[src/rtl/pattern_scan_engine.sv]
// Memory-port scanner: reads a 4-bit pattern, scans a byte window, and counts
// bytes containing that nibble at any bit offset, then writes the count back.
module pattern_scan_engine #(
  parameter int AW         = 8,
  parameter int DW         = 8,
  parameter int PAT_ADDR   = 6,
  parameter int CNT_ADDR   = 7,
  parameter int START_ADDR = 32,
  parameter int END_ADDR   = 95
) (
  input  logic          clk,
  input  logic          reset_n,
  input  logic          start,
  output logic [AW-1:0] mem_addr,
  output logic          mem_re,
  input  logic [DW-1:0] mem_rdata,
  output logic          mem_we,
  output logic [DW-1:0] mem_wdata,
  output logic          busy,
  output logic          done,
  output logic [7:0]    count
);

  localparam int N = END_ADDR - START_ADDR + 1;

  localparam logic [2:0] S_IDLE  = 3'd0;
  localparam logic [2:0] S_PAT   = 3'd1;
  localparam logic [2:0] S_PATW  = 3'd2;
  localparam logic [2:0] S_SCAN  = 3'd3;
  localparam logic [2:0] S_WRITE = 3'd4;
  localparam logic [2:0] S_DONE  = 3'd5;

  localparam logic [AW:0] END_EXT  = (AW+1)'(END_ADDR);
  localparam logic [AW:0] LAST_IDX = (AW+1)'(N - 1);

  // A byte counts once if the nibble appears at any of the DW-3 bit offsets.
  function automatic logic nibble_hit(input logic [DW-1:0] b, input logic [3:0] p);
    logic h;
    h = 1'b0;
    for (int i = 0; i <= DW - 4; i++) begin
      if (b[i +: 4] == p) begin
        h = 1'b1;
      end else begin
        h = h;
      end
    end
    return h;
  endfunction

  logic [2:0]  state;
  logic [3:0]  pattern;
  logic [AW:0] idx;
  logic        hit;
  logic [AW:0] addr_next;
  logic [7:0]  count_next;

  // Match evaluation and next sequential address for the scan pipeline.
  always_comb begin
    hit        = nibble_hit(mem_rdata, pattern);
    addr_next  = {1'b0, mem_addr} + (AW+1)'(1);
    count_next = count + {7'd0, hit};
  end

  // Control FSM; every memory-port output is registered.
  always_ff @(posedge clk) begin
    if (!reset_n) begin
      state     <= S_IDLE;
      mem_addr  <= '0;
      mem_re    <= 1'b0;
      mem_we    <= 1'b0;
      mem_wdata <= '0;
      busy      <= 1'b0;
      done      <= 1'b0;
      count     <= 8'd0;
      pattern   <= 4'd0;
      idx       <= '0;
    end else begin
      case (state)
        S_IDLE, S_DONE: begin
          mem_we <= 1'b0;
          if (start) begin
            state    <= S_PAT;
            count    <= 8'd0;
            done     <= 1'b0;
            busy     <= 1'b1;
            mem_addr <= AW'(PAT_ADDR);
            mem_re   <= 1'b1;
          end else begin
            mem_re <= 1'b0;
          end
        end
        S_PAT: begin
          state    <= S_PATW;
          mem_addr <= AW'(START_ADDR);
          mem_re   <= 1'b1;
        end
        S_PATW: begin
          // Only the low nibble of the pattern byte is meaningful.
          pattern  <= mem_rdata[3:0];
          idx      <= '0;
          state    <= S_SCAN;
          mem_addr <= addr_next[AW-1:0];
          mem_re   <= (addr_next <= END_EXT);
        end
        S_SCAN: begin
          count <= count_next;
          if (idx == LAST_IDX) begin
            state     <= S_WRITE;
            mem_re    <= 1'b0;
            mem_we    <= 1'b1;
            mem_addr  <= AW'(CNT_ADDR);
            mem_wdata <= DW'(count_next);
          end else begin
            idx      <= idx + (AW+1)'(1);
            mem_addr <= addr_next[AW-1:0];
            mem_re   <= (addr_next <= END_EXT);
          end
        end
        S_WRITE: begin
          state    <= S_DONE;
          mem_we   <= 1'b0;
          mem_re   <= 1'b0;
          mem_addr <= '0;
          busy     <= 1'b0;
          done     <= 1'b1;
        end
        default: begin
          state  <= S_IDLE;
          mem_re <= 1'b0;
          mem_we <= 1'b0;
          busy   <= 1'b0;
          done   <= 1'b0;
        end
      endcase
    end
  end

endmodule

[config.mk]
export PLATFORM = sky130hd
export DESIGN_NAME = pattern_scan_engine
export DESIGN_NICKNAME = d
export VERILOG_FILES = /design/src/rtl/pattern_scan_engine.sv
export SDC_FILE = /design/constraint.sdc
export NUM_CORES = 1
export LEC_CHECK = 0
export BUFFER_PORTS_ARGS = -buffer_cell sky130_fd_sc_hd__buf_4
export CORE_MARGIN = 5
export CORE_UTILIZATION = 41
export DETAILED_ROUTE_END_ITERATION = 8
export GPL_TIMING_DRIVEN = 0
export PLACE_DENSITY = 0.67
export SLEW_MARGIN = 10
export SYNTH_ARGS = -nofsm -noshare
export SYNTH_HDL_FRONTEND = slang
export SYNTH_SLANG_ARGS = --single-unit
[constraint.sdc]
create_clock -name clk -period 2.2 [get_ports clk]
set_clock_uncertainty 0.05 [all_clocks]
set_input_delay 0.22 -clock clk [delete_from_list [all_inputs] [get_ports clk]]
set_output_delay 0.22 -clock clk [all_outputs]
set_load 0.01 [all_outputs]
==> results of run 1 <==
-- power by group through the flow --
stage	Sequential [mW]	Clock, mW	Combinational, mW
finish	0.847	0.646	0.277
global route	0.851	0.700	0.307
CTS	0.848	0.660	0.272
detailed placement	0.856	0	0.282
global placement	0.856	0	0.279
floorplan	0.858	0	0.193
-- flip-flops by register name, indices dropped and copies added (netlist names) --
| register | cells |
|---|---|
| busy | 1 |
| done | 1 |
| mem_re | 1 |
| pattern | 4 |
| count | 8 |
| mem_wdata | 8 |
| mem_we | 1 |
| idx | 9 |
| state | 3 |
| mem_addr | 8 |
-- layout make-up --
| cell class | count | area (um2) | share of cell area [%] |
|---|---|---|---|
| plain buffers | 16 | 80.1 | 2.53 |
| clock buffers | 5 | 68.8 | 2.18 |
| clock inverters | 3 | 46.3 | 1.46 |
| inverters | 6 | 22.5 | 0.712 |
| multi-input cells | 240 | 1690 | 53.3 |
| flip-flops and latches | 44 | 893 | 28.2 |
| well taps | 77 | 96.3 | 3.05 |
| repair buffers | 36 | 270 | 8.54 |
-- metrics by stage --
step | instances | hold slack (ps) | total power, mW | worst slack (ps) | TNS, ps
2_1_floorplan | 310 | 317 | 1.05 | 31.4 | 0
3_3_place_gp | 423 | 419 | 1.13 | -253 | -924
3_5_place_dp | 423 | 421 | 1.14 | -304 | -1350
4_1_cts | 427 | 116 | 1.78 | 1.22 | 0
5_1_grt | 427 | 116 | 1.86 | -65.6 | -187
6_report | 427 | 123 | 1.77 | 103 | 0
-- synth_stat cells (all sizes together), types with 2 or more instances --
master / n / area [um2]
ha: 5 / 62.6
clkbuf: 12 / 45.0
inv: 6 / 22.5
o21ai: 16 / 83.8
o211ai: 2 / 15.0
a211oi: 6 / 45.0
dfxtp: 44 / 881
a21oi: 20 / 104
a21boi: 5 / 37.5
o31ai: 3 / 36.3
nand3: 6 / 42.5
and4b: 2 / 20.0
nor2: 32 / 123
xor2: 5 / 43.8
and3: 4 / 25.0
a311oi: 3 / 26.3
nor4: 3 / 33.8
xnor2: 22 / 193
buf: 8 / 50.1
a41oi: 2 / 17.5
or3: 3 / 18.8
a31oi: 4 / 25.0
nor2b: 6 / 37.5
nand3b: 2 / 15.0
o221a: 2 / 22.5
or3b: 4 / 35.0
mux2i: 7 / 70.1
nand4: 6 / 37.5
o21a: 7 / 52.6
nand2: 27 / 101
nor3: 7 / 35.0
o311ai: 2 / 17.5
nand2b: 6 / 37.5
o211a: 2 / 20.0
-- timing repair --
action                                 CTS  global route
pin swaps                                1             2
setup endpoints to repair                9             8
endpoints found under the hold margin    0             0
resized for setup                        8            10
-- worst max-delay path, cell delays in order (launching register included) --
cell and delay, ps:
sky130_fd_sc_hd__dfxtp_2 420, sky130_fd_sc_hd__xor2_1 220, sky130_fd_sc_hd__nor4_2 70, sky130_fd_sc_hd__a41oi_1 170, sky130_fd_sc_hd__nand4_1 170, sky130_fd_sc_hd__ha_4 220
sky130_fd_sc_hd__ha_4 180, sky130_fd_sc_hd__and3_1 200, sky130_fd_sc_hd__xnor2_1 120, sky130_fd_sc_hd__a211oi_1 210
-- metal layers --
metal / vias to the layer above / track usage (%) / wire, um
met1: 1124 / 20.1 / 3010
met4: 0 / 4.71 / 55
met5: - / 0 / 0
met2: 46 / 24.9 / 3010
li1: 1203 / - / -
met3: 5 / 3.26 / 196
-- logic make-up after synthesis --
| kind of cell | after synthesis | share of synthesized area, % |
|---|---|---|
| xor gates and xnor gates | 27 | 9.01 |
| DFF | 44 | 33.6 |
| AOI/OAI and AO/OA | 82 | 21.9 |
| adders and majority gates | 5 | 2.38 |
| muxes | 8 | 3.24 |
| and+or+nand+nor | 118 | 25.4 |
| buffers and inverters | 26 | 4.48 |
-- worst paths after layout --
kind / from / end / slack, ps
worst max-delay path: pattern[1] / mem_wdata[4] / 100
worst min-delay path: mem_rdata[0] / pattern[0] / 120
worst max register to register: pattern[1] / mem_wdata[4] / 100
worst min register to register: done / done / 430
==> results summary, run 1 <==
The core region area came out at 6280 um2. The cell area after placement is 2990 um2. The critical path arrival is 2270 ps.

The startpoint-to-endpoint class of the critical path is reg -> reg. The count of unresolved DRC violations after routing came out at 0. The post-route standard cell area excluding fillers is 3160 um2. The per-cell via count in the routed design is 5.57. For this run, the leading register cell type out of synthesis is sky130_fd_sc_hd__dfxtp_1. In this run, synthesis inferred 0 flip-flops with an integrated enable. The actual transition at the worst max-transition pin came out at 776 ps. The first-pass GRT wire length is 10.6 mm.

After synthesis, the share of flip-flops with an asynchronous set or reset is 0%. The worst-case headroom to the max-slew limit came out at 47.9%. The internal portion of the total power is 1.29 mW. The number of slew-limit violations in the final report came to 0. The post-synthesis cell type count is 62. The fmax came out at 477 MHz. The global router's overall resource usage came out at 15.3%. In this run the worst path has a maximum fanout of 6. The clock network is responsible for 36.5% of the overall power.

The repair_antennas step left the layout with diodes totalling 0. The net switching component of the power is 0.484 mW. The area growth from synthesis to layout is 20.5%.

The maximum resistive drop on vdd came out at 0.000439 V. The count of buffers added by post-CTS timing repair for setup is 0. After clock tree synthesis, the flow added hold-fix buffers numbering 0. The floorplan has 29 rows. In this run the static leakage power is 1.11 nW. The largest net degree at the start of global routing came out at 16.

After detailed routing, the average wire length per cell comes to 14.7 um. The post-synthesis cell count is 310. The average size of a mapped cell came out at 8.47 um2. Clock tree synthesis selected as its root buffer the cell sky130_fd_sc_hd__clkbuf_8.

The net count of the mapped netlist is 326. The final layout contains routed wiring with a total length of 6.27 mm. The data required time of the critical path is 2380 ps. After filler insertion, the fill cell instance count of the layout stands at 605. Along the worst hold path, the cell count comes to 3. The library cell used most frequently in the layout, excluding fill and tap cells, is sky130_fd_sc_hd__dfxtp_1. The x dimension of the die came out at 90.0 um. TritonCTS built the clock tree. The total standard cell area after synthesis is 2630 um2. The number of cells on the worst reg-to-reg path is 9. 39 I/O pins were placed.

The H-tree depth reported by CTS came out at 2. The leftover overflow at the end of global routing came out at 0. The later-pin clock latency in the skew report is 300 ps.

The overall die height came out at 90.0 um. The detailed-placement wirelength estimate came out at 4.51 mm. The final layout contains 365 nets. The critical path launch point type is a register. The library cells used most frequently in the layout, excluding fill and tap cells, are sky130_fd_sc_hd__dfxtp_1 (40), sky130_fd_sc_hd__buf_4 (36), sky130_fd_sc_hd__nor2_1 (31), sky130_fd_sc_hd__nand2_1 (27), sky130_fd_sc_hd__xnor2_1 (22).

The total of flip-flops plus latches after synthesis came out at 44. The effective utilization at floorplan is 41.8%. The number of antenna violations at the first check in global routing came out at 0. In this run, the number of DRC markers left after iteration 0 of detailed routing was 166.

Clock tree synthesis inserted a total of 5 buffers. The net switching share of the total power came out at 27.4%. The number of clock sinks seen by CTS is 44. Per report_power, the combinational group accounts for 15.7% of the total. After clock tree synthesis, the clock-pin slew on the worst setup and hold paths is 100 ps. Setup repair after global routing could not meet its margin everywhere. Once detail routing completed, the nets flagged for antenna violations numbered 0.

The clock passes through at most 2 buffers. Sequential cells account for 47.8% of the total power. The number of hold violations in the final report is 0. The final critical path takes up 95.3% of the cycle. The fraction of final layout cells sized beyond drive strength 1 came out at 22.9%. The final route contains 2378 vias. Power spread over the standard cell area amounts to 559 nW/um2. Routability-driven placement finished with a final weighted congestion of 0.863. The flow ran to the end, and the final reports show no timing, DRC or antenna violations. The number of violations of the max-capacitance limit is 0. STA classifies the critical path endpoint as a register. The first-pass iteration count of the detailed router is 5.

The count of input and output buffers came out at 36. The sequential area share after synthesis came out at 33.6%. The count of endpoints failing setup in the final report is 0. The area of the die is 8100 um2. The min-delay analysis places its worst path in the category in -> reg. The share of the core filled with cells in the final layout is 50.4%. The Yosys step of the flow raised 0 warnings. The final critical delay including setup and external delays came out at 2100 ps.

The number of global-route vias before repair came out at 2268.
Note: power is estimated with default switching activity, not from simulation.
==> run 2, diff against run 1 <==
--- a/config.mk
+++ b/config.mk
@@ -7,10 +7,11 @@
 export LEC_CHECK = 0
 export BUFFER_PORTS_ARGS = -buffer_cell sky130_fd_sc_hd__buf_4
 export CORE_MARGIN = 5
-export CORE_UTILIZATION = 41
+export CORE_UTILIZATION = 51
 export DETAILED_ROUTE_END_ITERATION = 8
 export GPL_TIMING_DRIVEN = 0
-export PLACE_DENSITY = 0.67
+export PLACE_DENSITY = 0.79
+export RECOVER_POWER = 50
 export SLEW_MARGIN = 10
 export SYNTH_ARGS = -nofsm -noshare
 export SYNTH_HDL_FRONTEND = slang
==> run 2 against run 1 <==
Hold slack got worse by 4.8 ps. Flip-flop and latch count did not move. Via count rose by 3.4%. Design area fell by 2.4%. Maximum frequency rose by 0.37%. Largest cell class unchanged. Largest power group unchanged.
==> results summary, run 2 (synthesis results as in run 1) <==
The flow ran to the end, and the final reports show no timing, DRC or antenna violations. By startpoint and endpoint, the worst setup path is classified as reg -> reg. The first-pass iteration count of the detailed router was 4 (-1). The total via count in the routed design is 2460 (+3.4%). In the layout the commonest cells are sky130_fd_sc_hd__dfxtp_1 (40), sky130_fd_sc_hd__clkbuf_1 (33), sky130_fd_sc_hd__nor2_1 (30), sky130_fd_sc_hd__nand2_1 (27), sky130_fd_sc_hd__xnor2_1 (22).

The leakage power is 1.04 nW (-6.5%). The number of placement rows is 26 (-10%). The number of slew-limit violations in the final report came out at 0 (unchanged). The maximum fanout encountered on the critical timing path is 4 (-2). The later-pin clock latency in the skew report came to 310 ps (about the same).

The sum of routed wire length over all layers is 6.33 mm (+0.94%). The count of input and output buffers is 36 (unchanged). The cell area after placement came to 2980 um2 (-0.29%). The data required time of the critical path came out at 2330 ps (-50 ps).

The actual transition at the worst max-transition pin was 730 ps (-45.8 ps). The share of the clock period used by the worst path after layout is 94.9% (-0.35 points). The startpoint of the lowest-slack register-to-register path is pattern[1]. Broken down by cell family, the worst path's largest delay share belongs to simple AND/OR/NAND/NOR gates. The overall die height came out at 81.7 um (-9.2%). The power density over the cells was 580 nW/um2 (+3.6%). The effective utilization at floorplan was 52.1% (+10 points). The clock tree from TritonCTS is yes. The growth of design area from synthesis to finish is 17.6%.

The core region area is 5040 um2 (-20%). The number of hold violations in the final report is 0 (unchanged). The antenna cell count came to 0 (unchanged). The largest net degree at the start of global routing came out at 15 (-1). The overall power came out at 1.79 mW (+1.1%). The tightest min-delay check is of the in -> reg type. The final critical delay including setup and external delays came out at 2090 ps (-7.75 ps). The worst register-to-register path ends at count[7]. The H-tree depth reported by CTS came to 2 (unchanged).

Traced cell by cell, the critical path runs through xor2_1 > nor4_2 > a41oi_1 > nand4_1 > ha_2 > nand3_1 > nor3_2 > xnor2_1 > o32ai_1. The hold slack came out at 118 ps (-4.76 ps). The worst hold path stage count came out at 3 (unchanged). The multi-input gate area in the final layout is 1670 um2 (-0.89%). The worst hold path terminates at pattern[0]. The critical path arrival is 2220 ps (-50 ps). The library cell used most frequently in the layout, excluding fill and tap cells, is sky130_fd_sc_hd__dfxtp_1. Setup repair after global routing could not meet its margin everywhere. The register-to-register setup slack came out at 110 ps (about the same). STA classifies the critical path startpoint as a register. The maximum resistive drop on vdd came out at 0.000372 V (-15%). The layout filler cell count is 469 (-22%). The number of global-route vias before repair is 2253 (-0.66%).

The number of antenna violations at the first check in global routing came out at 0 (unchanged). The maximum single-stage delay on the critical path came to 360 ps (-60 ps). The violation count after the first detailed-route iteration came to 137 (-17%). The number of buffers on the longest clock path is 2 (unchanged). The weighted congestion reported at the end of routability-driven placement came out at 0.791 (-8.4%). The total clock buffers created by CTS is 5 (unchanged).

The x dimension of the die is 81.7 um (-9.2%). The count of endpoints failing setup in the final report is 0 (unchanged). STA classifies the critical path endpoint as a register. The detailed-placement wirelength estimate is 4.55 mm (+0.70%). The final setup TNS was 0 ps (unchanged). The number of clock sinks seen by CTS is 44 (unchanged). The count of unresolved DRC violations after routing came to 0 (unchanged). The number of gates on the worst path with buffers counted was 9 (unchanged). The quantity of hold-fixing buffers added after cts came out at 0 (unchanged). The combined buffer and inverter count along the critical path is 0 (unchanged). The area of the die came out at 6680 um2 (-18%). The average detailed-routed wire length per instance came to 14.9 um (+1.4%). The global router's overall resource usage came out at 19.0% (+3.7 points). The root buffer cell chosen for the clock tree is sky130_fd_sc_hd__clkbuf_8. The leftover overflow at the end of global routing came out at 0 (unchanged). The slowest stage of the critical path is the sky130_fd_sc_hd__dfxtp_4 cell.

The sequential standard cell area is 891 um2 (-0.28%). The worst-case headroom to the max-slew limit was 50.9% (+3.1 points). The per-cell via count in the routed design is 5.79 (+3.9%). The register with the most flip-flops in the final layout is idx. In this run the most critical hold path is launched from mem_rdata[0]. The post-route standard cell area excluding fillers came out at 3090 um2 (-2.4%).

The first-pass GRT wire length was 10.1 mm (-5.2%). The number of antenna-violating nets in the routed design is 0 (unchanged). The number of cells traversed by the worst register-to-register path is 9 (unchanged).

The flip-flop count of the largest register, all copies and words added is 9 (unchanged). The count of boundary I/O pins is 39 (unchanged). The post-layout net count is 370 (+1.4%). The clock-pin slew on the worst setup and hold paths is 90 ps (about the same). The fraction of final layout cells sized beyond drive strength 1 is 17.2% (-5.7 points).

The number of violations of the max-capacitance limit is 0 (unchanged). The fmax is 479 MHz (+0.37%).
==> run 2: worst max-delay path by stage <==
stage / start / end / slack, ps
after floorplan: pattern[1] / count[6] / 30
after global placement: pattern[2] / mem_wdata[6] / -240
after detailed placement: pattern[1] / count[6] / -310
after CTS: pattern[0] / count[6] / 4
after global routing: pattern[1] / count[7] / -20
final: pattern[1] / count[7] / 110
==> run 2: worst reg2reg max path, delay by kind of cell (launching register included) <==
family          cells  cell delay, ps
xor+xnor            2             360
simple gates        4             810
fa+ha+maj           1             210
compound gates      2             190
flops               1             360
==> run 2: layout make-up <==
cell class,count,area share (%)
sequential,44,28.9
inverter,6,0.730
clock buffer,6,2.68
clock inverter,2,1.26
tap,70,2.84
timing repair buffer,41,6.93
multi-input combinational,240,54.1
buffer,16,2.59
==> run 2: power by group <==
part / switching (mW) / internal, mW
clock network: 0.297 / 0.372
registers: 0.0278 / 0.817
logic: 0.155 / 0.121
==> run 2: per-stage QoR <==
stage / instances / worst slack [ps] / utilization, %
floorplan: 310 / 31.4 / -
global placement: 416 / -241 / 59.2
detailed placement: 416 / -305 / 59.2
CTS: 420 / 3.71 / 61.7
global route: 425 / -19.4 / 61.2
finish: 425 / 111 / 61.2
==> run 2: layer usage <==
metal | vias to the layer above | global-route usage [%] | wire, um
met1 | 1190 | 23.6 | 2880
met4 | 0 | 7.14 | 99
li1 | 1206 | - | -
met5 | - | 0 | 0
met3 | 10 | 3.51 | 241
met2 | 54 | 32.6 | 3110
==> run 2: timing repair <==
| item | in CTS | in global routing |
|---|---|---|
| buffers inserted | 0 | 5 |
| endpoints found under the hold margin | 0 | 0 |
| setup endpoints to repair | 9 | 7 |
| resized for setup | 7 | 9 |
| pin swaps | 1 | 4 |
